File: config.mk
export PLATFORM = sky130hd
export DESIGN_NAME = fft_8p_frame_ctrl_flat
export DESIGN_NICKNAME = d
export VERILOG_FILES = /design/src/rtl/fft_8p_frame_ctrl_if.sv /design/src/rtl/fft_8p_frame_ctrl.sv /design/src/flat_wrapper.sv
export SDC_FILE = /design/constraint.sdc
export NUM_CORES = 1
export LEC_CHECK = 0
export CAP_MARGIN = 20
export CORE_AREA = 2 2 227 229
export CTS_CLUSTER_SIZE = 16
export DETAILED_ROUTE_END_ITERATION = 7
export DIE_AREA = 0 0 229 231
export DONT_BUFFER_PORTS = 1
export GPL_ROUTABILITY_DRIVEN = 0
export MAX_ROUTING_LAYER = met4
export PLACE_DENSITY = 0.64
export SETUP_SLACK_MARGIN = 0.1
export SYNTH_ARGS = -nofsm -noshare
export SYNTH_HDL_FRONTEND = slang
export SYNTH_SLANG_ARGS = --single-unit
File: constraint.sdc
create_clock -name clk -period 39.9 [get_ports clk]
set_input_delay 7.98 -clock clk [delete_from_list [all_inputs] [get_ports clk]]
set_output_delay 7.98 -clock clk [all_outputs]
set_load 0.02 [all_outputs]
File: src/rtl/fft_8p_frame_ctrl_if.sv
// fft_8p_frame_ctrl_if: sample-in and bin-out valid/ready streams of the FFT frame controller
interface fft_8p_frame_ctrl_if #(
  parameter int DATA_WIDTH = 16,
  parameter int N = 8
);
  logic                  s_valid;
  logic                  s_ready;
  logic [DATA_WIDTH-1:0] s_real;
  logic [DATA_WIDTH-1:0] s_imag;
  logic                  m_valid;
  logic                  m_ready;
  logic [DATA_WIDTH-1:0] m_real;
  logic [DATA_WIDTH-1:0] m_imag;
  logic [$clog2(N)-1:0]  m_index;
  logic                  m_last;
  modport master (
    output s_valid, s_real, s_imag, m_ready,
    input  s_ready, m_valid, m_real, m_imag, m_index, m_last
  );
  modport slave (
    input  s_valid, s_real, s_imag, m_ready,
    output s_ready, m_valid, m_real, m_imag, m_index, m_last
  );
endinterface

File: src/rtl/fft_8p_frame_ctrl.sv
// fft_8p_frame_ctrl: fills an N-sample frame, holds fft_start until done, streams the bins; FFT_CTRL_SCALE_EN scales bins by 1/N
module fft_8p_frame_ctrl #(
  parameter int DATA_WIDTH = 16,
  parameter int N = 8,
  parameter int TIMEOUT_CYCLES = 16
) (
  input  logic                    clk,
  input  logic                    arst_n,
  input  logic                    flush,
  fft_8p_frame_ctrl_if.slave      st,
  output logic                    fft_start,
  input  logic                    fft_done,
  output logic [N*DATA_WIDTH-1:0] fft_x_real,
  output logic [N*DATA_WIDTH-1:0] fft_x_imag,
  input  logic [N*DATA_WIDTH-1:0] fft_X_real,
  input  logic [N*DATA_WIDTH-1:0] fft_X_imag,
  output logic                    busy,
  output logic                    timeout_err
);
  localparam int CW = $clog2(N);
  localparam int TW = $clog2(TIMEOUT_CYCLES + 1);
  typedef enum logic [1:0] {FILL, RUN, DRAIN} state_t;
  state_t state, state_n;
  logic [CW-1:0] cnt, cnt_n;
  logic [TW-1:0] tcnt;
  logic [DATA_WIDTH-1:0] x_re [N];
  logic [DATA_WIDTH-1:0] x_im [N];
  logic [DATA_WIDTH-1:0] b_re [N];
  logic [DATA_WIDTH-1:0] b_im [N];
  logic s_hs, m_hs, cap, last;
  always_comb begin
    s_hs = state == FILL && st.s_valid && !flush;
    m_hs = state == DRAIN && st.m_ready && !flush;
    last = cnt == CW'(N - 1);
    cap = state == RUN && fft_done && !flush;
    timeout_err = state == RUN && !fft_done && !flush && tcnt == TW'(TIMEOUT_CYCLES - 1);
    state_n = state;
    cnt_n = cnt;
    if (flush) begin
      state_n = FILL;
      cnt_n = '0;
    end else if (s_hs || m_hs) begin
      cnt_n = cnt + 1'b1;
      state_n = last ? (s_hs ? RUN : FILL) : state;
    end else if (cap) state_n = DRAIN;
    else if (timeout_err) state_n = FILL;
  end
  always_ff @(posedge clk) begin
    if (!arst_n) begin
      state <= FILL;
      cnt <= '0;
      tcnt <= '0;
      fft_start <= 1'b0;
      for (int k = 0; k < N; k++) begin
        x_re[k] <= '0;
        x_im[k] <= '0;
        b_re[k] <= '0;
        b_im[k] <= '0;
      end
    end else begin
      state <= state_n;
      cnt <= cnt_n;
      tcnt <= (state == RUN && state_n == RUN) ? tcnt + 1'b1 : '0;
      fft_start <= state_n == RUN;
      if (s_hs) begin
        x_re[cnt] <= st.s_real;
        x_im[cnt] <= st.s_imag;
      end
      if (cap)
        for (int k = 0; k < N; k++) begin
`ifdef FFT_CTRL_SCALE_EN
          b_re[k] <= $signed(fft_X_real[k*DATA_WIDTH +: DATA_WIDTH]) >>> CW;
          b_im[k] <= $signed(fft_X_imag[k*DATA_WIDTH +: DATA_WIDTH]) >>> CW;
`else
          b_re[k] <= fft_X_real[k*DATA_WIDTH +: DATA_WIDTH];
          b_im[k] <= fft_X_imag[k*DATA_WIDTH +: DATA_WIDTH];
`endif
        end
    end
  end
  for (genvar g = 0; g < N; g++) begin : g_pack
    assign fft_x_real[g*DATA_WIDTH +: DATA_WIDTH] = x_re[g];
    assign fft_x_imag[g*DATA_WIDTH +: DATA_WIDTH] = x_im[g];
  end
  assign st.s_ready = state == FILL;
  assign st.m_valid = state == DRAIN;
  assign st.m_last = state == DRAIN && last;
  assign st.m_index = state == DRAIN ? cnt : '0;
  assign st.m_real = state == DRAIN ? b_re[cnt] : '0;
  assign st.m_imag = state == DRAIN ? b_im[cnt] : '0;
  assign busy = state != FILL || cnt != '0;
endmodule
File: src/flat_wrapper.sv
// flat-port wrapper written by rule: the top's interface ports become plain ports
module fft_8p_frame_ctrl_flat 
#(
  parameter int DATA_WIDTH = 16,
  parameter int N = 8,
  parameter int TIMEOUT_CYCLES = 16
)
  (clk, arst_n, flush, fft_start, fft_done, fft_x_real, fft_x_imag, fft_X_real, fft_X_imag, busy, timeout_err, st_s_valid, st_s_real, st_s_imag, st_m_ready, st_s_ready, st_m_valid, st_m_real, st_m_imag, st_m_index, st_m_last);
  fft_8p_frame_ctrl_if #(.DATA_WIDTH(DATA_WIDTH), .N(N)) st_i ();
  input  logic clk;
  input  logic arst_n;
  input  logic flush;
  output logic fft_start;
  input  logic fft_done;
  output logic [N*DATA_WIDTH-1:0] fft_x_real;
  output logic [N*DATA_WIDTH-1:0] fft_x_imag;
  input  logic [N*DATA_WIDTH-1:0] fft_X_real;
  input  logic [N*DATA_WIDTH-1:0] fft_X_imag;
  output logic busy;
  output logic timeout_err;
  input wire logic [$bits(st_i.s_valid)-1:0] st_s_valid;
  input wire logic [$bits(st_i.s_real)-1:0] st_s_real;
  input wire logic [$bits(st_i.s_imag)-1:0] st_s_imag;
  input wire logic [$bits(st_i.m_ready)-1:0] st_m_ready;
  output wire logic [$bits(st_i.s_ready)-1:0] st_s_ready;
  output wire logic [$bits(st_i.m_valid)-1:0] st_m_valid;
  output wire logic [$bits(st_i.m_real)-1:0] st_m_real;
  output wire logic [$bits(st_i.m_imag)-1:0] st_m_imag;
  output wire logic [$bits(st_i.m_index)-1:0] st_m_index;
  output wire logic [$bits(st_i.m_last)-1:0] st_m_last;
  assign st_i.s_valid = st_s_valid;
  assign st_i.s_real = st_s_real;
  assign st_i.s_imag = st_s_imag;
  assign st_i.m_ready = st_m_ready;
  assign st_s_ready = st_i.s_ready;
  assign st_m_valid = st_i.m_valid;
  assign st_m_real = st_i.m_real;
  assign st_m_imag = st_i.m_imag;
  assign st_m_index = st_i.m_index;
  assign st_m_last = st_i.m_last;
  fft_8p_frame_ctrl #(.DATA_WIDTH(DATA_WIDTH), .N(N), .TIMEOUT_CYCLES(TIMEOUT_CYCLES)) u_core (.clk(clk), .arst_n(arst_n), .flush(flush), .st(st_i), .fft_start(fft_start), .fft_done(fft_done), .fft_x_real(fft_x_real), .fft_x_imag(fft_x_imag), .fft_X_real(fft_X_real), .fft_X_imag(fft_X_imag), .busy(busy), .timeout_err(timeout_err));
endmodule
## After elaboration in Yosys (flattened, before gate mapping)

Memory sizes are Yosys's and may differ from the RTL's. A register that Yosys moved wholly into a read port is not among the register bits.
Cells that the tools add are included.

- Add/subtract/negate cells: 2
- Equality and inequality tests: 5
- Muxes and demuxes: 42
- Bitwise gates (word level): 17
- Reductions and logical operators: 22

Operators by type and width:

| cell | count |
|---|---|
| $mux 16 | 20 |
| $reduce_or 16->1 | 2 |
| $mux 3 | 7 |
| $or 1x1->1 | 16 |
| $logic_and 1x1->1 | 11 |
| $mux 1 | 10 |
| $mux 2 | 5 |
| $add 5x1->5 const B | 1 |
| $eq 5x4->1 const B | 1 |
| $eq 2x1->1 const B | 2 |
| $add 3x1->3 const B | 1 |
| $eq 3x3->1 const B | 1 |
| $reduce_bool 3->1 | 1 |
| $eq 2x2->1 const B | 1 |
| $logic_not 1->1 | 2 |
| $logic_not 2->1 | 1 |
| $logic_or 1x1->1 | 2 |
| $reduce_and 2->1 | 1 |
| $reduce_bool 2->1 | 1 |
| $reduce_or 2->1 | 1 |
| $not 1->1 | 1 |

- Register bits after elaboration: 11
- Memory bits (writable): 512
- Output and inout port bits: 297
- Word-level logic and storage cells: 96
- Memories: 4

Memory list:

| name | words | width | rd ports | clocked after Yosys merged registers in | write ports | RTL line | source |
|---|---|---|---|---|---|---|---|
| u_core.b_im | 8 | 16 | 1 | 1 | 8 | fft_8p_frame_ctrl.sv:29 | `logic [DATA_WIDTH-1:0] b_im [N];` |
| u_core.b_re | 8 | 16 | 1 | 1 | 8 | fft_8p_frame_ctrl.sv:28 | `logic [DATA_WIDTH-1:0] b_re [N];` |
| u_core.x_im | 8 | 16 | 8 | 0 | 8 | fft_8p_frame_ctrl.sv:27 | `logic [DATA_WIDTH-1:0] x_im [N];` |
| u_core.x_re | 8 | 16 | 8 | 0 | 8 | fft_8p_frame_ctrl.sv:26 | `logic [DATA_WIDTH-1:0] x_re [N];` |

## Longest topological paths before layout

Gate-level depths: netlist (run 1).

- Depth in word-level cells: 11
- Depth in mapped cells: 6

## Worst setup path after synthesis (run 1)

No wires, ideal clock.

- Path kind: in2reg
- Start point: input fft_done
- End point: memory u_core.b_im[0][0] (enable)
- Setup time: 1227 ps
- Data arrival time: 25848 ps
- Path slack: 12825 ps
- Cell stages on the path: 2
- Buffers on the path: 0
- Path through: nand2_1 -> o21ai_0

RTL lines:

| element | RTL line | source |
|---|---|---|
| start: declaration | flat_wrapper.sv:14 | `input logic fft_done;` |
| end: declaration | fft_8p_frame_ctrl.sv:29 |  |

## Final worst setup path (run 1)

- Start point: input fft_done
- End point: output timeout_err

- Longest elaborated chain between the ends: 4

RTL lines:

| element | RTL line | source |
|---|---|---|
| $logic_not 1->1 | fft_8p_frame_ctrl.sv:36 | `timeout_err = state == RUN && !fft_done && !flush && tcnt == TW'(TIMEOUT_CYCLES - 1);` |
| $logic_and 1x1->1 (3 in series) | fft_8p_frame_ctrl.sv:36 |  |
| end: declaration | flat_wrapper.sv:20 | `output logic timeout_err;` |

No other way between the ends.

==> results.toml, run 1 <==
[clocking]
cts.sinks = 526
quantity_of_gates_resized_following_cts = 0
postcts_setup_bufs = 0
postCtsHoldBufs = 0
clkLatencyLatePin_ps = 600
tritoncts.num_buffers = 53
cts_tree = "built"
worst_setup_hold_path_clk_slew_ps = 50
clock-root-buffer = "sky130_fd_sc_hd__clkbuf_16"
cts.htree.levels = 2
max-clock-path-buffers = 3

[setup_path]
endpoint_kind = "output port"
critical_path_class = "primary input to output port"
critical-path-top-delay-family = "simple AND/OR/NAND/NOR gates"
critical-path-max-stage-delay_ps = 280
timing.critical_path.slowest_stage_cell = "sky130_fd_sc_hd__and3_1"
cp_cell_sequence = "nor2_1 -> and3_1"
wp_buf_inv = 0
critPathMaxFanout = 5
cp.arrival_ps = 8330
critPathRequiredTime_ps = 31920
cp-start-kind = "primary input"

[layout]
finish.utilization_pct = 47.9
final_net_count = 1715
areaGrowthSynthToFinish_pct = 12.0
postLayoutCellArea_um2 = 24300
fill_cells = 4347
layout_cells_sized_above_1_pct = 10.3

[pwr]
pwr_density_cell_nw_per_um2 = 48.3
p_total_w = 0.00117
worst_ir_drop_vdd_mv = 0.0347
p_leak_nw = 8.47

[global_routing]
via_count_of_the_first_global_routing_pass = 11300
globalRoute.totalOverflow = 0
grt_max_degree = 183
groute.usage.overall_pct = 20.7
grt_pass1_wl_um = 77200
antenna_found_initial = 22

[detailed_routing]
detailedRoute.firstPassIterationCount = 5
detail_route.wirelength_um = 54900
detail_route.iter0.violations = 908
detail_route.drc_violations = 0
drt.antenna.violating_nets = 0
number_of_vias_after_detailed_routing = 11400
route.detailed.wl_per_inst_um = 25.3
detail_route.vias_per_cell = 5.25

[placed_design]
hpwl_um = 36700
area_of_placed_instances_um2 = 22400
placement.setup.worst_slack_ps = 23590
port-buffer-count = 0

[die]
initial_core_util_pct = 42.8
floorplan_core_area_um2 = 50700
die-area_um2 = 52900
top_level_ports = 591
floorplan.die.width_um = 229
fp-row-count = 83
floorplan.die.height_um = 231

[outcome]
run_status = "completed"

[sta]
finalHoldViolCount = 0
post-route-min-period_ps = 16310
final_min_period_over_clock_period_pct = 40.9
worst_case_setup_margin_in_the_final_layout_ps = 23590
worst_slew_margin_rel_pct = 26.1
fmax_ghz = 0.0613
setup_violating_endpoint_count_in_the_final_report = 0
clock_tree_skew_after_final_layout_ps = 13.5
worstMarginPinSlew_ps = 1110
rsz0062_at_grt = "no"
drv_slew = 0
finalSetupTns_ps = 0

[logic_synthesis]
synth_cells = 1425
yosys_register_bits = 526
post_synth_num_cell_types = 38
netlist_area_pre_place_um2 = 21700
synth-async-reset-ratio_pct = 0
synth_enable_flop_cells = 512
yosys_most_used_dff = "sky130_fd_sc_hd__edfxtp_1"
synth_warnings = 0
avgSynthCellArea_um2 = 15.2
portion_of_the_post_synthesis_area_used_by_sequential_elements_pct = 72.2
syn-num-nets = 1724

[worst_hold_path]
timing.hold.worst.class = "flop to flop"

[job]
cap_violations = 0
-- area by class of cell --
| type | instances | area, µm² | share of cell area, % |
|---|---|---|---|
| flip-flops and latches | 526 | 15700 | 64.5 |
| multi-input cells | 810 | 5740 | 23.7 |
| clock buffers | 66 | 1420 | 5.84 |
| well taps | 680 | 851 | 3.51 |
| clock inverters | 34 | 342 | 1.41 |
| repair buffers | 21 | 170 | 0.701 |
| diodes | 30 | 75.1 | 0.309 |
| inverters | 4 | 15.0 | 0.0619 |
-- layer usage --
metal	wire [µm]	track usage (%)	part of all wire, %
met1	20200	23.5	37
met2	28800	35.0	52
met3	3980	5.06	7.3
met4	1990	8.54	3.6
met5	0	-	0
-- per-stage QoR --
stage	cells	hold WS [ps]
floorplan	1425	418
global placement	2041	428
detailed placement	2041	451
CTS	2141	459
global route	2163	479
finish	2171	453
-- where the power goes --
part / switching, W / leakage (nW) / total, W / internal (W)
Sequential: 0.0000224 / 5.37 / 0.000651 / 0.000628
Clock: 0.000207 / 0.855 / 0.000498 / 0.000291
Combinational: 0.0000160 / 2.25 / 0.0000223 / 0.00000624
-- synthesized netlist by cell type, types with 5 or more instances --
library cell               instances  share of area, %
sky130_fd_sc_hd__and2_1          516                15
sky130_fd_sc_hd__buf_1             6              0.10
sky130_fd_sc_hd__buf_2            15              0.35
sky130_fd_sc_hd__clkbuf_1         57              0.99
sky130_fd_sc_hd__dfxtp_1          14               1.3
sky130_fd_sc_hd__edfxtp_1        512                71
sky130_fd_sc_hd__ha_1              5              0.29
sky130_fd_sc_hd__mux2i_1         132               6.1
sky130_fd_sc_hd__nand2b_1          5              0.14
sky130_fd_sc_hd__nor2_1           11              0.19
sky130_fd_sc_hd__o21ai_0           6              0.14
sky130_fd_sc_hd__o22ai_1          64               1.8
sky130_fd_sc_hd__or2_2            32              0.92
-- final timing paths --
path              slack, ps  cells past startpoint                       start                               to
setup / recovery      23590                      2                    fft_done                      timeout_err
hold / removal          450                      1   u_core.tcnt[0]$_SDFF_PN0_        u_core.tcnt[0]$_SDFF_PN0_
setup reg to reg      36560                      5  u_core.state[0]$_SDFF_PN0_  u_core.b_re[7][4]$_SDFFCE_PN0P_
hold reg to reg         450                      1   u_core.tcnt[0]$_SDFF_PN0_        u_core.tcnt[0]$_SDFF_PN0_
-- state kept, by name, indices dropped and copies added (netlist names), named ones only --
| name | cells |
|---|---|
| u_core.b_im | 128 |
| u_core.b_re | 128 |
| u_core.cnt | 3 |
| u_core.fft_start | 1 |
| u_core.state | 2 |
| u_core.tcnt | 5 |
| u_core.x_im | 128 |
| u_core.x_re | 128 |
-- placed cells by master, fill, tap and decap left out, types with 3 or more instances in the layout --
master and instances:
sky130_fd_sc_hd__or2_2 32, sky130_fd_sc_hd__clkinv_2 8, sky130_fd_sc_hd__ha_1 5, sky130_fd_sc_hd__diode_2 30, sky130_fd_sc_hd__nand2_1 4, sky130_fd_sc_hd__nand4b_1 4, sky130_fd_sc_hd__nand2b_2 3, sky130_fd_sc_hd__nor2_2 3
sky130_fd_sc_hd__clkbuf_1 10, sky130_fd_sc_hd__buf_4 20, sky130_fd_sc_hd__bufinv_16 6, sky130_fd_sc_hd__o21ai_4 5, sky130_fd_sc_hd__nor2_1 9, sky130_fd_sc_hd__clkbuf_16 54, sky130_fd_sc_hd__nor2b_1 3, sky130_fd_sc_hd__and2_1 516
sky130_fd_sc_hd__edfxtp_1 512, sky130_fd_sc_hd__inv_1 4, sky130_fd_sc_hd__o22ai_1 64, sky130_fd_sc_hd__clkinv_1 14, sky130_fd_sc_hd__dfxtp_1 13, sky130_fd_sc_hd__mux2i_1 132
-- kinds of logic after synthesis --
kind of cell / count (synthesis) / synth area share (%)
AND/OR/NAND/NOR: 596 / 17.4
flip-flops: 526 / 72.2
multiplexers: 132 / 6.10
buffers and inverters: 89 / 1.77
AO/OA/AOI/OAI: 75 / 2.14
adder cells (fa/ha/maj): 5 / 0.289
XOR/XNOR: 2 / 0.0808
(Power assumes the default switching activity.)
==> run 2: changes to the inputs <==
clock period = 16.7 ns   (was 39.9 ns; I/O delays follow)
==> run 2 against run 1 <==
Largest cell class unchanged. Utilization is 0.14 points lower. First-iteration DRC count is 11% higher. Clock-buffer cell count is 2 higher. Non-clock buffer count is 1 lower. Clock power is 130% higher.
==> results.toml, run 2 (synthesis results as in run 1) <==
[sta]
drv_slew = 0
rsz0062_at_grt = "no"
finalHoldViolCount = 0
setup_violating_endpoint_count_in_the_final_report = 0
worst_slew_margin_rel_pct = 27.6
fmax_ghz = 0.141
clock_tree_skew_after_final_layout_ps = 15.4
final_min_period_over_clock_period_pct = 42.5
finalSetupTns_ps = 0
post-route-min-period_ps = 7100
worstMarginPinSlew_ps = 1090

[global_routing]
via_count_of_the_first_global_routing_pass = 11200
grt_max_degree = 184
grt_pass1_wl_um = 77300
groute.usage.overall_pct = 20.7
globalRoute.totalOverflow = 0
antenna_found_initial = 23

[detailed_routing]
detailedRoute.firstPassIterationCount = 5
route.top_layer_used = "met4"
detail_route.vias_per_cell = 5.27
detail_route.wirelength_um = 55100
detail_route.iter0.violations = 1004
number_of_vias_after_detailed_routing = 11400
routed-wl-met3_um = 4300
detail_route.drc_violations = 0
drt.antenna.violating_nets = 0
detail_route.wirelength.met1_um = 20700
route.detailed.wl_per_inst_um = 25.4
detailroute.wirelength.met2_um = 28600

[die]
die-area_um2 = 52900
top_level_ports = 591
initial_core_util_pct = 42.8
fp-row-count = 83
floorplan_core_area_um2 = 50700
floorplan.die.height_um = 231
floorplan.die.width_um = 229

[pwr]
clockPowerShare_pct = 42.1
power_switching_w = 0.000594
pwr_density_cell_nw_per_um2 = 115
worst_ir_drop_vdd_mv = 0.0798
p_int_w = 0.00218
part_of_the_total_power_dissipated_in_combinational_logic_pct = 1.9
power.share.switching_pct = 21.4
p_leak_nw = 8.44
sequential_share_of_power_pct = 56.0

[clocking]
max-clock-path-buffers = 3
tritoncts.num_buffers = 54
clock-root-buffer = "sky130_fd_sc_hd__clkbuf_16"
postCtsHoldBufs = 0
postcts_setup_bufs = 0
quantity_of_gates_resized_following_cts = 0
worst_setup_hold_path_clk_slew_ps = 60
clkLatencyLatePin_ps = 600
cts.sinks = 526
cts_tree = "built"
cts.htree.levels = 2

[layout]
fill_cells = 4383
most_common_cell_after_layout_fill_and_taps_aside = "sky130_fd_sc_hd__and2_1"
final_net_count = 1715
areaGrowthSynthToFinish_pct = 11.6
final_cell_count_no_fill = 2166
finish.utilization_pct = 47.8
most-common-layout-cells = "516 x sky130_fd_sc_hd__and2_1, 512 x sky130_fd_sc_hd__edfxtp_1, 132 x sky130_fd_sc_hd__mux2i_1, 64 x sky130_fd_sc_hd__o22ai_1, 55 x sky130_fd_sc_hd__clkbuf_16"
postLayoutCellArea_um2 = 24200
layout_cells_sized_above_1_pct = 10.2
multi_input_area_um2 = 5740
seqCellArea_um2 = 15700

[setup_path]
cp-start-kind = "flop"
reg2reg_slack_ps = 13450
cp.arrival_ps = 3760
timing.rr.end = "u_core.b_re[7][9]$_SDFFCE_PN0P_"
reg2regPathDepth = 5
endpoint_kind = "output port"
critPathRequiredTime_ps = 13360
critPathMaxFanout = 62
critical_path_class = "flop to output port"
critical_path.endpoint = "st_m_imag[15]"
reg2reg_start = "u_core.state[0]$_SDFF_PN0_"

[placed_design]
area_of_placed_instances_um2 = 22400
place.detailed.instances = 2040
hpwl_um = 36900
port-buffer-count = 0

[worst_hold_path]
timing.hold.worst.class = "flop to flop"
holdCritStartpoint = "u_core.tcnt[0]$_SDFF_PN0_"

[job]
cap_violations = 0

[outcome]
run_status = "completed"
[run 2: how the worst min path moves through the flow]
stage	endpoint	cells past startpoint	slack, ps
floorplan	u_core.tcnt[0]$_SDFF_PN0_	1	420
finish	u_core.tcnt[0]$_SDFF_PN0_	1	450
CTS	u_core.tcnt[0]$_SDFF_PN0_	1	450
global placement	u_core.tcnt[0]$_SDFF_PN0_	1	430
detailed placement	u_core.tcnt[0]$_SDFF_PN0_	1	440
global route	u_core.tcnt[0]$_SDFF_PN0_	1	490
[run 2: power groups by stage]
stage                     clock (W)  combinational [W]  sequential [W]
after floorplan                   0          0.0000390         0.00158
after detailed placement          0          0.0000531         0.00158
after CTS                   0.00119          0.0000534         0.00156
after global placement            0          0.0000517         0.00158
after global routing        0.00124          0.0000574         0.00156
final                       0.00117          0.0000525         0.00156
[run 2: worst max-delay path: stages, from the launching register on]
cell and delay, ps:
sky130_fd_sc_hd__dfxtp_4 470, sky130_fd_sc_hd__buf_4 770, sky130_fd_sc_hd__buf_4 930, sky130_fd_sc_hd__mux2i_1 300, sky130_fd_sc_hd__o22ai_1 140, sky130_fd_sc_hd__or2_2 430
[run 2: layout make-up]
type	instances	share of cell area, %
flip-flops and latches	526	64.7
repair buffers	20	0.672
well taps	680	3.52
inverters	4	0.0620
diodes	24	0.248
clock buffers	68	5.89
clock inverters	34	1.19
multi-input cells	810	23.7
[run 2: through the flow]
| stage | hold WS [ps] | power, W | setup WS (ps) |
|---|---|---|---|
| finish | 453 | 0.00278 | 9600 |
| global route | 486 | 0.00286 | 9350 |
| global placement | 427 | 0.00163 | 9660 |
| detailed placement | 439 | 0.00164 | 9670 |
| floorplan | 418 | 0.00162 | 1180 |
| CTS | 454 | 0.00280 | 9540 |
[run 2: per-layer routing]
metal	track usage (%)	up-vias
met2	34.9	524
met1	23.9	5679
li1	-	5112
met3	5.67	95
met4	6.72	0
met5	-	-
==> run 3: changes to the inputs <==
clock period = 7.17 ns   (was 16.7 ns; I/O delays follow)
==> run 3 against run 2 <==
Final cell count about the same. Combinational power is 140% higher. Sequential share of layout area fell by 0.42 points. Register-to-register slack lost 9100 ps. Clock skew is 3.0 ps lower. Design area up 0.66%. First-iteration DRC count decreased by 6.4%. Highest routed layer unchanged.
==> results.toml, run 3 (synthesis results as in run 1) <==
[sta]
clock_tree_skew_after_final_layout_ps = 12.5
post-route-min-period_ps = 4460
final_min_period_over_clock_period_pct = 62.3
fmax_ghz = 0.224
drv_slew = 0
setup_violating_endpoint_count_in_the_final_report = 0
worstMarginPinSlew_ps = 1060
worst_slew_margin_rel_pct = 29.1
finalHoldViolCount = 0
rsz0062_at_grt = "no"
finalSetupTns_ps = 0

[global_routing]
grt_util_met2_pct = 34.2
grt_pass1_wl_um = 77000
via_count_of_the_first_global_routing_pass = 11000
antenna_found_initial = 23
global_route.peak_usage_layer = "met2"
use_met1_pct = 23.4
global_route.usage.met3_pct = 6.34
groute.usage.overall_pct = 20.6
grt_max_degree = 169
globalRoute.totalOverflow = 0

[layout]
finish.utilization_pct = 48.1
most_common_cell_after_layout_fill_and_taps_aside = "sky130_fd_sc_hd__and2_1"
final_net_count = 1718
layout_cells_sized_above_1_pct = 10.5
areaGrowthSynthToFinish_pct = 12.4
fill_cells = 4351
most-common-layout-cells = "516 x sky130_fd_sc_hd__and2_1, 512 x sky130_fd_sc_hd__edfxtp_1, 132 x sky130_fd_sc_hd__mux2i_1, 64 x sky130_fd_sc_hd__o22ai_1, 57 x sky130_fd_sc_hd__clkbuf_16"

[setup_path]
critPathRequiredTime_ps = 5740
cp-start-kind = "flop"
critPathMaxFanout = 80
critical_path_class = "flop to output port"
cp.arrival_ps = 3030
endpoint_kind = "output port"

[clocking]
postCtsHoldBufs = 0
tritoncts.num_buffers = 55
worst_setup_hold_path_clk_slew_ps = 60
postcts_setup_bufs = 0
cts.htree.levels = 2
clkLatencyLatePin_ps = 600
cts_tree = "built"
cts.sinks = 526
quantity_of_gates_resized_following_cts = 0
clock-root-buffer = "sky130_fd_sc_hd__clkbuf_16"
max-clock-path-buffers = 3

[die]
floorplan.die.height_um = 231
fp-row-count = 83
initial_core_util_pct = 42.8
floorplan.die.width_um = 229
floorplan_core_area_um2 = 50700
top_level_ports = 591
die-area_um2 = 52900

[detailed_routing]
detail_route.wirelength_um = 55000
drt.antenna.violating_nets = 0
number_of_vias_after_detailed_routing = 11200
detailedRoute.firstPassIterationCount = 5
detail_route.drc_violations = 0
route.detailed.wl_per_inst_um = 25.4
detail_route.vias_per_cell = 5.17
detail_route.iter0.violations = 940

[placed_design]
port-buffer-count = 0
hpwl_um = 36800

[worst_hold_path]
timing.hold.worst.class = "flop to flop"

[job]
cap_violations = 0

[outcome]
run_status = "completed"

[pwr]
worst_ir_drop_vdd_mv = 0.181
p_leak_nw = 8.53
pwr_density_cell_nw_per_um2 = 271
-- run 3: metal layers --
layer	share of wire, %	wire [µm]
met2	51	28100
met4	3.3	1830
met1	37	20600
met5	0	0
met3	8.1	4460
-- run 3: critical path, cell delays in order, from the launching register on --
cell	delay, ps
sky130_fd_sc_hd__dfxtp_4	900
sky130_fd_sc_hd__buf_12	520
sky130_fd_sc_hd__mux2i_1	330
sky130_fd_sc_hd__o22ai_1	120
sky130_fd_sc_hd__or2_2	370
-- run 3: path summary, 6_finish.rpt --
kind | start | end | slack, ps | cells after the start
worst max-delay path | flop | st_m_real[13] | 2710 | 4
worst min-delay path | u_core.tcnt[0]$_SDFF_PN0_ | u_core.tcnt[0]$_SDFF_PN0_ | 460 | 1
worst max register to register | u_core.state[1]$_SDFF_PN0_ | u_core.x_re[1][10]$_SDFFCE_PN0P_ | 4350 | 4
worst min register to register | u_core.tcnt[0]$_SDFF_PN0_ | u_core.tcnt[0]$_SDFF_PN0_ | 460 | 1
-- run 3: stage by stage --
stage | instance area, µm² | hold WS [ps] | power [W] | setup WS [ps] | std cells
6_report | 24400 | 460 | 0.00661 | 2710 | 2168
5_1_grt | 24400 | 479 | 0.00680 | 2580 | 2167
4_1_cts | 24300 | 464 | 0.00665 | 2620 | 2144
3_5_place_dp | 22400 | 451 | 0.00382 | 2780 | 2040
3_3_place_gp | 22400 | 428 | 0.00381 | 2910 | 2040
2_1_floorplan | 21700 | 418 | 0.00376 | 1080 | 1425
-- run 3: where the power goes --
group | switching (W) | leakage, nW | internal [W] | total, W
combinational | 0.0000893 | 2.27 | 0.0000365 | 0.000126
clock | 0.00120 | 0.888 | 0.00166 | 0.00286
sequential | 0.000127 | 5.37 | 0.00350 | 0.00362
total | 0.00142 | 8.53 | 0.00519 | 0.00661
-- run 3: cell type report --
type / count / area [µm²] / share of cell area (%)
Timing Repair Buffer: 22 / 228 / 0.935
Clock buffer: 69 / 1450 / 5.95
Antenna cell: 22 / 55.1 / 0.226
Sequential cell: 526 / 15700 / 64.3
Tap cell: 680 / 851 / 3.49
Multi-Input combinational cell: 810 / 5730 / 23.5
Clock inverter: 35 / 368 / 1.51
Inverter: 4 / 15.0 / 0.0616
